===== src/rtl/power_switch_sequencer.sv =====
// Power-gating switch sequencer: ramps a domain's sleep switches on and off one stage at a time,
// paced by a latched inter-stage delay and per-stage acknowledges, with an ack-timeout error state.
module power_switch_sequencer #(
    parameter int NUM_STAGES = 4,
    parameter int DLY_W      = 8,
    parameter int TMO_W      = 10
) (
    input  logic                  clk,
    input  logic                  rst_n,
    input  logic                  pwr_req,
    input  logic [DLY_W-1:0]      stage_dly,
    input  logic [NUM_STAGES-1:0] stage_ack,
    input  logic                  err_clr,
    output logic [NUM_STAGES-1:0] sleep_n_stages,
    output logic                  pwr_ack,
    output logic                  busy,
    output logic                  err
);

    localparam int IDX_W = (NUM_STAGES > 1) ? $clog2(NUM_STAGES) : 1;
    localparam logic [IDX_W-1:0] LAST    = IDX_W'(NUM_STAGES - 1);
    localparam logic [TMO_W-1:0] TMO_MAX = '1;

    typedef enum logic [2:0] {S_OFF, S_UP, S_ON, S_DOWN, S_ERR} state_t;

    state_t            state;
    logic [IDX_W-1:0]  idx;
    logic [DLY_W-1:0]  dly_cnt;
    logic [DLY_W-1:0]  d_lat;
    logic [TMO_W-1:0]  tmo_cnt;

    logic elapsed;
    logic up_ok;
    logic down_ok;

    // A programmed delay of zero still spaces stages by one cycle.
    function automatic logic [DLY_W-1:0] clamp_dly(input logic [DLY_W-1:0] v);
        return (v == '0) ? DLY_W'(1) : v;
    endfunction

    // idx always names the stage most recently toggled; its ack gates the next toggle.
    assign elapsed = (dly_cnt >= (d_lat - DLY_W'(1)));
    assign up_ok   = elapsed && stage_ack[idx];
    assign down_ok = elapsed && !stage_ack[idx];

    always_ff @(posedge clk or negedge rst_n) begin
        if (!rst_n) begin
            state          <= S_OFF;
            idx            <= '0;
            dly_cnt        <= '0;
            d_lat          <= '0;
            tmo_cnt        <= '0;
            sleep_n_stages <= '0;
            pwr_ack        <= 1'b0;
            busy           <= 1'b0;
            err            <= 1'b0;
        end else begin
            case (state)
                S_OFF: begin
                    if (pwr_req) begin
                        state             <= S_UP;
                        busy              <= 1'b1;
                        idx               <= '0;
                        sleep_n_stages    <= NUM_STAGES'(1);
                        d_lat             <= clamp_dly(stage_dly);
                        dly_cnt           <= '0;
                        tmo_cnt           <= '0;
                    end
                end

                S_UP: begin
                    if (tmo_cnt == TMO_MAX) begin
                        state          <= S_ERR;
                        sleep_n_stages <= '0;
                        busy           <= 1'b0;
                        err            <= 1'b1;
                        idx            <= '0;
                        dly_cnt        <= '0;
                        tmo_cnt        <= '0;
                    end else if (!pwr_req) begin
                        // Reverse from the highest enabled stage without enabling more.
                        state               <= S_DOWN;
                        sleep_n_stages[idx] <= 1'b0;
                        d_lat               <= clamp_dly(stage_dly);
                        dly_cnt             <= '0;
                        tmo_cnt             <= '0;
                    end else if (up_ok) begin
                        dly_cnt <= '0;
                        tmo_cnt <= '0;
                        if (idx == LAST) begin
                            state   <= S_ON;
                            busy    <= 1'b0;
                            pwr_ack <= 1'b1;
                        end else begin
                            idx                        <= idx + 1'b1;
                            sleep_n_stages[idx + 1'b1] <= 1'b1;
                        end
                    end else if (!elapsed) begin
                        dly_cnt <= dly_cnt + 1'b1;
                    end else begin
                        tmo_cnt <= tmo_cnt + 1'b1;
                    end
                end

                S_ON: begin
                    if (!pwr_req) begin
                        state                <= S_DOWN;
                        pwr_ack              <= 1'b0;
                        busy                 <= 1'b1;
                        idx                  <= LAST;
                        sleep_n_stages[LAST] <= 1'b0;
                        d_lat                <= clamp_dly(stage_dly);
                        dly_cnt              <= '0;
                        tmo_cnt              <= '0;
                    end
                end

                S_DOWN: begin
                    if (tmo_cnt == TMO_MAX) begin
                        state          <= S_ERR;
                        sleep_n_stages <= '0;
                        busy           <= 1'b0;
                        err            <= 1'b1;
                        idx            <= '0;
                        dly_cnt        <= '0;
                        tmo_cnt        <= '0;
                    end else if (pwr_req) begin
                        // Stage idx is the one just cleared, i.e. next above the highest enabled.
                        state               <= S_UP;
                        sleep_n_stages[idx] <= 1'b1;
                        d_lat               <= clamp_dly(stage_dly);
                        dly_cnt             <= '0;
                        tmo_cnt             <= '0;
                    end else if (down_ok) begin
                        dly_cnt <= '0;
                        tmo_cnt <= '0;
                        if (idx == '0) begin
                            state <= S_OFF;
                            busy  <= 1'b0;
                        end else begin
                            idx                        <= idx - 1'b1;
                            sleep_n_stages[idx - 1'b1] <= 1'b0;
                        end
                    end else if (!elapsed) begin
                        dly_cnt <= dly_cnt + 1'b1;
                    end else begin
                        tmo_cnt <= tmo_cnt + 1'b1;
                    end
                end

                S_ERR: begin
                    sleep_n_stages <= '0;
                    pwr_ack        <= 1'b0;
                    busy           <= 1'b0;
                    if (err_clr && !pwr_req) begin
                        state <= S_OFF;
                        err   <= 1'b0;
                    end
                end

                default: begin
                    state          <= S_OFF;
                    idx            <= '0;
                    dly_cnt        <= '0;
                    tmo_cnt        <= '0;
                    sleep_n_stages <= '0;
                    pwr_ack        <= 1'b0;
                    busy           <= 1'b0;
                    err            <= 1'b0;
                end
            endcase
        end
    end

endmodule


===== config.mk =====
export PLATFORM = sky130hd
export DESIGN_NAME = power_switch_sequencer
export DESIGN_NICKNAME = d
export VERILOG_FILES = /design/src/rtl/power_switch_sequencer.sv
export SDC_FILE = /design/constraint.sdc
export NUM_CORES = 1
export LEC_CHECK = 0
export ABC_AREA = 1
export CAP_MARGIN = 20
export CORE_ASPECT_RATIO = 0.7
export CORE_UTILIZATION = 50
export CTS_CLUSTER_SIZE = 8
export DETAILED_ROUTE_END_ITERATION = 12
export PLACE_DENSITY = 0.76
export SYNTH_ARGS = -nofsm -noshare
export SYNTH_HDL_FRONTEND = slang
export SYNTH_SLANG_ARGS = --single-unit

===== constraint.sdc =====
create_clock -name clk -period 2.2 [get_ports clk]
set_clock_uncertainty 0.05 [all_clocks]
set_input_delay 0.44 -clock clk [delete_from_list [all_inputs] [get_ports clk]]
set_output_delay 0.44 -clock clk [all_outputs]
set_load 0.01 [all_outputs]

==> impl_metrics.ini <==
[synth]
yosysMostFrequentCell = nand2_1
syn_avg_cell_area_um2 = 7.393
synth_top_cell_by_area = dfrtp_1
synthCells = 384
synth.top_cell.area_share_pct = 33.49
synthArstFlopShare_pct = 100.0
synth.net_count = 415
synth_commonest_cells = nand2_1, inv_1, dfrtp_1
ys_top_cells_by_area = dfrtp_1, nand2_1, inv_1, ha_1, o21ai_0
ys_types = 40
ys_seq_area_share_pct = 33.49
synth-warning-count = 0
synth-seq-cells = 38
syn_area_mm2 = 0.002839
ys.flop_type = dfrtp_1
synth_edf_count = 0

[cells_and_area]
multiInputGateArea_mm2 = 0.001802
utilization_pct = 70.64
fillCellCount = 425
regArea_um2 = 950.9
antenna_cells = 0
final_cells = 517
drive_gt1_share_pct = 25.39
finalNetCount = 475
area_growth_pct = 32.88

[setup_path]
worstReg2RegStart = d_lat[2]
worst_setup_path_end_kind = register
crit_fanout = 5
critPathKind = register to register
reg2reg_slack_ps = -350
r2r-end = dly_cnt[7]
critical_path_arrival_ps = 2740
startpoint_type = register
worst_ep_required_time_ps = 2380
r2r_cells = 15

[sta]
hold_slack_ps = 130.4
fmax_mhz = 391.7
tightest_slew_ps = 491.9
slew_violations = 0
setup_viol = 28
min_period_ps = 2553
slew_headroom_pct = 67.21
hold_viol = 0
rsz0062_at_grt = true
setup_tns_ps = -7031
setup_ws_ps = -352.8
fin_crit_sh_pct = 116.0

[floorplanning]
die-height_um = 65.05
io_pins = 23
floorplan.rows = 22
die_w_um = 92.07
core_mm2 = 0.005340
dieArea_mm2 = 0.005988
start_util_pct = 53.16

[clocking]
cts.path.max_buffers = 2
cts-htree-levels = 2
clock-sinks = 38
tritoncts = built
clkTransAtPathRegs_ps = 90
cts_root_buffer = clkbuf_8
insertion_delay_ps = 300
cts_buffers = 5

[run_status]
violations = negative setup slack
outcome = finished with violations

[place]
numPortBuffers = 22
dp_cells = 499
gp_congestion = 0.9211
place_hpwl_um = 4995

[routing]
vias = 2699
avgRoutedWirePerCell_um = 13.78
drc_errors = 0
wl_um = 7123
first_pass_iters = 5
ant_nets = 0
drtIter0Drc = 237
viasPerCell = 5.221

[pwr]
power.density_mw_per_mm2 = 1203
ir_worst_vdd_mv = 0.5962
p_leak_nw = 1.887

[grt]
gr-total-overflow = 0
grtUsageTotal_pct = 25.76
grt_pass1_wl_um = 12100
grt_start_max_net_pins = 39
grt_pass1_vias = 2546
antenna_found_initial = 0

[min_path]
hold_path_class = primary input to async pin

[flow_run]
maxCapViolations = 0
worst max-delay path, cell delays in order, from the launching register on:
cell,delay [ps]
dfrtp_1,400
nor2_2,140
nand4_1,180
nor3_2,190
xnor2_1,150
ha_1,260
a21oi_1,150
o21a_1,180
nand2_4,100
buf_4,150
buf_6,130
inv_8,60
nand2_4,50
o21bai_1,140
nand2_1,60
nor2_1,110
metal layers:
metal	vias to the layer above	track usage [%]	wire length, um
met2	61	38.99	3207
met4	0	5.469	61
met3	8	5.399	319
li1	1369	-	-
met5	-	0	0
met1	1261	37.80	3534
metrics by stage:
stage	cell area (um^2)	setup slack, ps	power [mW]
2_1_floorplan	2882	-91.79	2.608
3_3_place_gp	3366	-179.2	3.326
3_5_place_dp	3366	-319.4	3.369
4_1_cts	3659	-273.7	4.353
5_1_grt	3772	-496.5	4.905
6_report	3772	-352.8	4.540
kinds of logic after synthesis:
kind of cell | Yosys count | share of synthesized area (%)
buf+inv | 68 | 9.520
mux | 1 | 0.3966
simple gates | 172 | 29.48
flops | 38 | 33.49
fa+ha+maj | 15 | 6.611
compound gates | 71 | 14.63
xor+xnor | 19 | 5.862
repair_timing:
item / 4_1_cts / 5_1_grt
gates cloned: 1 / 0
endpoints found under the setup margin: 28 / 28
hold buffers: 0 / 0
pin swaps: 15 / 9
setup buffers: 5 / 4
resized for setup: 39 / 19
worst max path at each step:
stage,start,endpoint,slack (ps),depth (start not counted)
CTS,d_lat[1],dly_cnt[3],-270,15
floorplan,d_lat[0],tmo_cnt[1],-90,16
finish,d_lat[2],dly_cnt[7],-350,15
detailed placement,d_lat[2],dly_cnt[3],-320,15
global placement,d_lat[2],dly_cnt[3],-180,15
global route,d_lat[1],dly_cnt[2],-500,15
sequential cells by signal (all words and copies together), names as in the netlist:
name,cells
d_lat,8
idx,2
busy,1
dly_cnt,8
sleep_n_stages,4
err,1
pwr_ack,1
state,3
tmo_cnt,10
area by class of cell:
| class | count | area share, % |
|---|---|---|
| Multi-Input combinational cell | 278 | 47.76 |
| Tap cell | 72 | 2.388 |
| Inverter | 63 | 6.866 |
| Clock buffer | 5 | 1.824 |
| Clock inverter | 3 | 1.824 |
| Timing Repair inverter | 1 | 0.2985 |
| Timing Repair Buffer | 57 | 13.83 |
| Sequential cell | 38 | 25.21 |
power by group:
part,total [mW],switching [mW],internal [mW]
registers,1.10,0.215,0.888
logic,2.71,1.55,1.16
clock network,0.727,0.272,0.455
total,4.54,2.04,2.50
placed cells by master (no fill, tap or decap), types with 15 or more instances in the layout:
cell type	n
buf_4	28
clkdlybuf4s50_1	21
dfrtp_1	38
inv_1	50
nand2_1	84
nand3_1	15
nor2_1	18
o21ai_0	25
xor2_1	16
Note: power is estimated with default switching activity, not from simulation.
==> RTL edit (same flow settings) <==
Encoding of `state_t`: now one-hot (5 bits for 5 states).
--- a/src/rtl/power_switch_sequencer.sv
+++ b/src/rtl/power_switch_sequencer.sv
@@ -23,3 +23,3 @@
 
-    typedef enum logic [2:0] {S_OFF, S_UP, S_ON, S_DOWN, S_ERR} state_t;
+    typedef enum logic [4:0] {S_OFF = 5'b00001, S_UP = 5'b00010, S_ON = 5'b00100, S_DOWN = 5'b01000, S_ERR = 5'b10000} state_t;
 
Behaviour: same outputs for any inputs over 4 cycles, from zero or initial values and one cycle with rst_n low; so few cycles prove little.
==> RTL edit against the unedited design <==
- the run still ends with setup timing left
- largest cell class unchanged
- setup slack improved by 0.056 ns
- total power increased by 2.8%
- highest routed layer unchanged
- via count increased by 2.7%
- design area increased by 1.9%
- synthesized area increased by 3.9%
- sequential cell count increased by 2
- wire length increased by 0.37%
- critical path depth increased by 1
- non-clock buffer count decreased by 11
- largest power group unchanged
==> RTL edit: results (changes against the unedited design) <==
grt:
  grt_max_degree: 23  # was 39
  grt_pass1_wl_um: 11400  # was 12,100 µm
  track_usage: 0.239  # was 0.258
  grt_pass1_vias: 2489  # was 2,546
  antenna_found_initial: 0  # unchanged
  overflow: 0  # unchanged
power_and_ir_drop:
  p_comb_uw: 2930  # was 2710 µW
  p_sw_frac: 0.473  # was 0.450
  p_clk_frac: 0.138  # was 0.160
  power_leakage_uw: 0.00188  # was 0.00189 µW
  vdd_ir_drop_max_mv: 0.722  # was 0.596 mV
  powerDensity_nw_per_um2: 1210  # was 1200 nW/µm²
routing:
  met1_length_um: 3490  # was 3530 µm
  drt-pass1-iter-count: 6  # was 5
  routed-wl-met3_um: 472  # was 319 µm
  drt_iter0_drc: 209  # was 237
  wirelength_um: 7150  # was 7120 µm
  met2WireLength_um: 3090  # was 3210 µm
  routed-via-count: 2771  # was 2,699
synthesis:
  syn_area_per_cell_um2: 7.39  # about the same
  synthMuxAreaShare: 0  # was 0.00397
  synthTopCellsByCount: "nand2_1 (99), inv_1 (58), dfrtp_1 (39)"  # was nand2_1 (96), inv_1 (55), dfrtp_1 (38)
  synth_cell_types: 38  # was 40
  synth_compound_area_frac: 0.0992  # was 0.146
  synth-xor-area-share: 0.0267  # was 0.0586
  ys_top_cells_by_area: "dfrtp_1 (33%), nand2_1 (13%), inv_1 (7.4%)"  # was dfrtp_1 (33%), nand2_1 (13%), inv_1 (7.3%)
  synth_fa_ha_area_frac: 0.0636  # was 0.0661
  synth-seq-area-share: 0.340  # was 0.335
  synth.net_count: 430  # was 415
placement:
  gp_congestion: 0.924  # was 0.921
  dp.final_hpwl_um: 5150  # was 5000 µm
  placed_cell_area_um2: 3420  # was 3370 µm²
  dpl.cell_count: 505  # was 499
clock_tree:
  cts_made_buffers: 5  # unchanged
status:
  violations: "setup timing"  # unchanged
  outcome: "finished with violations"  # unchanged
cells_and_area:
  drive_gt1_frac: 0.301  # was 0.254
  final_nets: 479  # was 475
  final_cells: 521  # was 517
sta:
  tns_ns: -7.18  # was -7.03 ns
  setup_viol: 30  # was 28
  slew_headroom: 0.672  # about the same
  setup_slack_ns: -0.296  # was -0.353 ns
critical_path:
  slowest_delay_ns: 0.41
  critPathArrivalTime_ns: 2.66  # was 2.74 ns
## RTL edit: changes by cell type after synthesis, sizes merged, moves of 3 or more
| cell | delta |
|---|---|
| o22ai | -3 |
| xor2 | -11 |
| o21ai | -20 |
| a21oi | +6 |
| nand3 | +15 |
| nand2 | +4 |
| nor2 | +15 |
| inv | +3 |
## RTL edit: worst paths after layout
kind,to,depth (start not counted),slack (ns),startpoint
min in group clk,busy$_DFFE_PN0P_,2,0.44,busy$_DFFE_PN0P_
worst min-delay path,state[3]$_DFFE_PN0P_,1,0.03,rst_n
worst max register to register,tmo_cnt[1]$_DFFE_PN0P_,16,-0.30,d_lat[2]$_DFFE_PN0P_
worst min register to register,busy$_DFFE_PN0P_,2,0.44,busy$_DFFE_PN0P_
max in group asynchronous,dly_cnt[0]$_DFFE_PN0P_,2,1.59,rst_n
worst max-delay path,tmo_cnt[1]$_DFFE_PN0P_,16,-0.30,d_lat[2]$_DFFE_PN0P_
## RTL edit: what timing repair did
| item | CTS | global route |
|---|---|---|
| setup endpoints to repair | 29 | 30 |
| setup buffers | 2 | 4 |
| cloned | 0 | 2 |
| pin swaps | 1 | 21 |
| gates resized for setup | 18 | 46 |
## RTL edit: routing by layer
layer,GRT usage,up-vias
met4,0.0731,0
li1,-,1381
met5,0,-
met3,0.0644,11
met1,0.333,1283
met2,0.359,96
## RTL edit: layout make-up
class,instances,area [µm²]
Sequential cell,40,1000
Fill cell,418,1610
Tap cell,72,90.1
Clock buffer,5,68.8
Timing Repair Buffer,46,438
Multi-Input combinational cell,288,1930
Inverter,67,272
Clock inverter,3,46.3
